`config.mk`:
```
export PLATFORM = sky130hd
export DESIGN_NAME = mole_pick_server
export DESIGN_NICKNAME = d
export VERILOG_FILES = /design/src/rtl/mole_pick_server.sv
export SDC_FILE = /design/constraint.sdc
export NUM_CORES = 1
export LEC_CHECK = 0
export ABC_AREA = 0
export BUFFER_PORTS_ARGS = -buffer_cell sky130_fd_sc_hd__buf_2
export CORE_MARGIN = 1
export CORE_UTILIZATION = 55
export DETAILED_ROUTE_END_ITERATION = 10
export GPL_ROUTABILITY_DRIVEN = 1
export GPL_TIMING_DRIVEN = 1
export PLACE_DENSITY_LB_ADDON = 0.1
export REMOVE_ABC_BUFFERS = 1
export SKIP_LAST_GASP = 1
export SYNTH_ARGS = -nofsm -noshare
export SYNTH_HDL_FRONTEND = slang
export SYNTH_SLANG_ARGS = --single-unit
```
`constraint.sdc`:
```
create_clock -name clk -period 5.45 [get_ports clk]
set_input_delay 0.8175 -clock clk [delete_from_list [all_inputs] [get_ports clk]]
set_output_delay 0.8175 -clock clk [all_outputs]
set_load 0.05 [all_outputs]
```
`src/rtl/mole_pick_server.sv`:
```
// Draw server for the mole game: each request returns an index not drawn since
// the last clear, starting the search at the LFSR seed and walking upward.
module mole_pick_server #(
   parameter int WIDTH = 3
) (
   input  logic                clk,
   input  logic                rst,
   input  logic [WIDTH-1:0]    rnd_num,
   input  logic                req,
   input  logic                clear,
   output logic [WIDTH-1:0]    selected_number,
   output logic                done,
   output logic                all_selected,
   output logic                busy,
   output logic                req_reject,
   output logic [2**WIDTH-1:0] used_mask
);
   localparam int N = 2**WIDTH;

   typedef enum logic {IDLE, PROBE} state_t;

   state_t           r_state;
   logic [WIDTH-1:0] r_cand;
   logic [N-1:0]     w_cand_bit;

   assign w_cand_bit = {{(N-1){1'b0}}, 1'b1} << r_cand;

   always_ff @(posedge clk or posedge rst) begin
      if (rst) begin
         r_state         <= IDLE;
         r_cand          <= '0;
         used_mask       <= '0;
         selected_number <= '0;
         done            <= 1'b0;
         all_selected    <= 1'b0;
         busy            <= 1'b0;
         req_reject      <= 1'b0;
      end else begin
         done       <= 1'b0;
         req_reject <= 1'b0;
         case (r_state)
            IDLE: begin
               if (clear) begin
                  used_mask    <= '0;
                  all_selected <= 1'b0;
               end else if (req) begin
                  if (all_selected) begin
                     req_reject <= 1'b1;
                  end else begin
                     r_cand  <= rnd_num;
                     r_state <= PROBE;
                     busy    <= 1'b1;
                  end
               end
            end
            PROBE: begin
               // clear beats a same-edge commit: no grant, pool emptied
               if (clear) begin
                  used_mask    <= '0;
                  all_selected <= 1'b0;
                  r_state      <= IDLE;
                  busy         <= 1'b0;
               end else if (!used_mask[r_cand]) begin
                  selected_number <= r_cand;
                  used_mask       <= used_mask | w_cand_bit;
                  all_selected    <= &(used_mask | w_cand_bit);
                  done            <= 1'b1;
                  r_state         <= IDLE;
                  busy            <= 1'b0;
               end else begin
                  r_cand <= r_cand + 1'b1;
               end
            end
            default: begin
               r_state <= IDLE;
               busy    <= 1'b0;
            end
         endcase
      end
   end
endmodule

```
==> metrics.txt <==
Clk pwr share 0.162; RSZ-0062 raised after global routing false; number of setup violations in the final report 0; combinational share of power 0.384; Startpoint Class flip-flop; delay-heaviest family, CP multiplexers; hold buffer count at cts 0; initial antenna violation count 0; yosys warns 0; Min Clock Period, post-route about 2.0 ns; flops & latches, synth 19; Post-synth EDFFs 0; Net Sw Frac 0.419; critical path arrival roughly 2.2 ns; Unique masters post-synth 32; Multi-input gate area 469 um^2; RR Startpoint r_cand[0]; first-pass detailed-route iteration total 4; hold_ws 0.479 ns; Worst Max-Slew Pin Slew 0.712 ns; Rel. slew slack 0.525; power density over the cells 362 nW/um^2; Critical Path End Type flip-flop; largest cells by area after synthesis dfrtp_1 46%, ha_1 7.2%, mux2i_1 6.8%, inv_1 5.4%, o22ai_1 5.4%; mux cell area share after synthesis 0.111; via count 782; maximum vdd drop between 200 and 250 uV; status finished, final reports clean; worst skew pair latency 0.29 ns; Area Growth Syn to Fin 12.3%; Seq/Total Area, Yosys 0.459; Sequential Power Share 0.454; CTS root buffer clkbuf_4; Register Area 475 um^2; CP cell instances mux2i_1, mux4_2, nand2b_2, mux2_2; ANT nets after route 0; Vias/cell around 5.4; Ant. Diodes 0; Slew Viols, Final 0; initial DRC count 14; Post-CTS Resized 0; drt wl/cell 13.6 um; Final Skew 0.00884 ns; Compound-Gate Fraction of Synth Area 0.174; crit path buf inv count 0; Total Routing Usage GR 0.235; grt total ovfl 0; leak pwr 0.574 nW; Setup crit start r_cand[0]; max_cap viols 0; I/O pins 22; min-delay src busy; layout cell share with drive strength beyond 1 0.252; Die Span X 45.4 um; port bufs 21; P_sw 177 uW; core area about 1700 um^2; first-pass GRT wire length 3350 um; syn_area_per_cell 10.5 um^2; Max stage delay on crit path 0.59 ns; area of the die 2060 um^2; fillers 144; Adder-Cell Fraction of Synth Area 0.0725; H-tree depth 1; synthesized instance count 99; share of the synthesized area in the top cell type 0.459; number of global-route vias before repair 743; final hold viol count 0; Starting Density 0.594; fmax 491 MHz; cell area after layout 1160 um^2; number of nets in the layout 133; post-CTS setup buffer count 0; die height 45.4 um; Sink Count 19; Internal Power 245 uW; CP Max Fanout 11; crit path max-delay cell type dfrtp_1; part of the cycle the worst path needs 0.374; CTS tree built; async set-reset flop share out of synthesis 1.00; DRC viols 0; Worst Hold Class reg2reg; final wirelength around 2000 um; Main synth FF type dfrtp_1; Max Root-Sink Buffers 2; critical path class reg2reg; CTS buffer count 3; cell area after synthesis 1040 um^2; Synth Area in Simple Gates 0.0954; XOR/XNOR share of the synthesized area 0; top cell type by total area after synthesis dfrtp_1; Fin Setup TNS 0 ns; largest net degree at the start of global routing 20; Worst EP required 5.64 ns; GP Congestion about 0.80; row cnt 15; post-DP HPWL 1450 um; placed cell areas 1140 um^2; Reg clk slew, reported paths about 0.10 ns; largest family of logic cells by synthesized area compound AO/OA/AOI/OAI gates
cell type report:
| type | instances | area share |
|---|---|---|
| well taps | 25 | 0.0269 |
| multi-input cells | 60 | 0.403 |
| inverters | 15 | 0.0484 |
| repair buffers | 21 | 0.0903 |
| flip-flops and latches | 19 | 0.409 |
| clock buffers | 4 | 0.0226 |
per-stage QoR:
| stage | worst slack (ns) | std cells | power [mW] | utilization |
|---|---|---|---|---|
| 3_5_place_dp | 3.36 | 140 | 0.356 | 0.652 |
| 4_1_cts | 3.41 | 144 | 0.423 | 0.667 |
| 6_report | 3.41 | 144 | 0.421 | 0.667 |
| 3_3_place_gp | 3.39 | 140 | 0.353 | 0.652 |
| 5_1_grt | 3.35 | 144 | 0.449 | 0.667 |
| 2_1_floorplan | 3.45 | 94 | 0.315 | - |
final timing paths:
kind | end | slack, ns | cells after the start
max | selected_number[0] | 3.41 | 4
min | busy | 0.48 | 1
max reg2reg | selected_number[0] | 3.41 | 4
min reg2reg | busy | 0.48 | 1
max in group asynchronous | r_cand[1] | 4.37 | 2
min in group asynchronous | done | 0.62 | 2
power groups by stage:
stage / Clock, mW / Sequential [mW] / Combinational (mW)
floorplan: 0 / 0.244 / 0.0702
global placement: 0 / 0.193 / 0.160
detailed placement: 0 / 0.194 / 0.162
CTS: 0.0701 / 0.191 / 0.162
global route: 0.0767 / 0.196 / 0.177
finish: 0.0684 / 0.191 / 0.162
worst reg2reg max path, stage by stage (launching register included):
cell and delay [ns]:
dfrtp_1 0.59, mux2i_1 0.17, mux4_2 0.58, nand2b_2 0.24, mux2_2 0.37
flip-flops by register name (all words and copies together), names as in the netlist:
register / count
all_selected: 1
busy: 1
done: 1
r_cand: 3
r_state: 1
req_reject: 1
selected_number: 3
used_mask: 8
layout by cell type, fill, tap and decap left out, types with 2 or more instances in the layout:
master     n
inv_1     15
clkbuf_4   3
nor2_1     5
o22ai_1    9
a21oi_1    5
dfrtp_1   19
ha_1       6
nand2_1    2
nand2b_1   6
mux2i_1    7
buf_2     21
cell families after synthesis:
| kind of cell | count (synthesis) |
|---|---|
| simple gates | 18 |
| mux | 10 |
| buf+inv | 20 |
| compound gates | 26 |
| fa+ha+maj | 6 |
| flops | 19 |
Yosys cell counts, types with 2 or more instances:
library cell,count
dfrtp_1,19
inv_1,15
o22ai_1,9
mux2i_1,7
ha_1,6
nand2b_1,6
a21oi_1,5
nor2_1,5
buf_6,2
clkbuf_1,2
nand2_1,2
layer usage:
layer  GRT usage  vias to the layer above  share of wire
met2       0.340                       18           0.48
li1            -                      386              -
met4       0.139                        0          0.019
met5           0                        -              0
met1       0.323                      374           0.47
met3      0.0476                        4          0.028
Note: power is estimated with default switching activity, not from simulation.
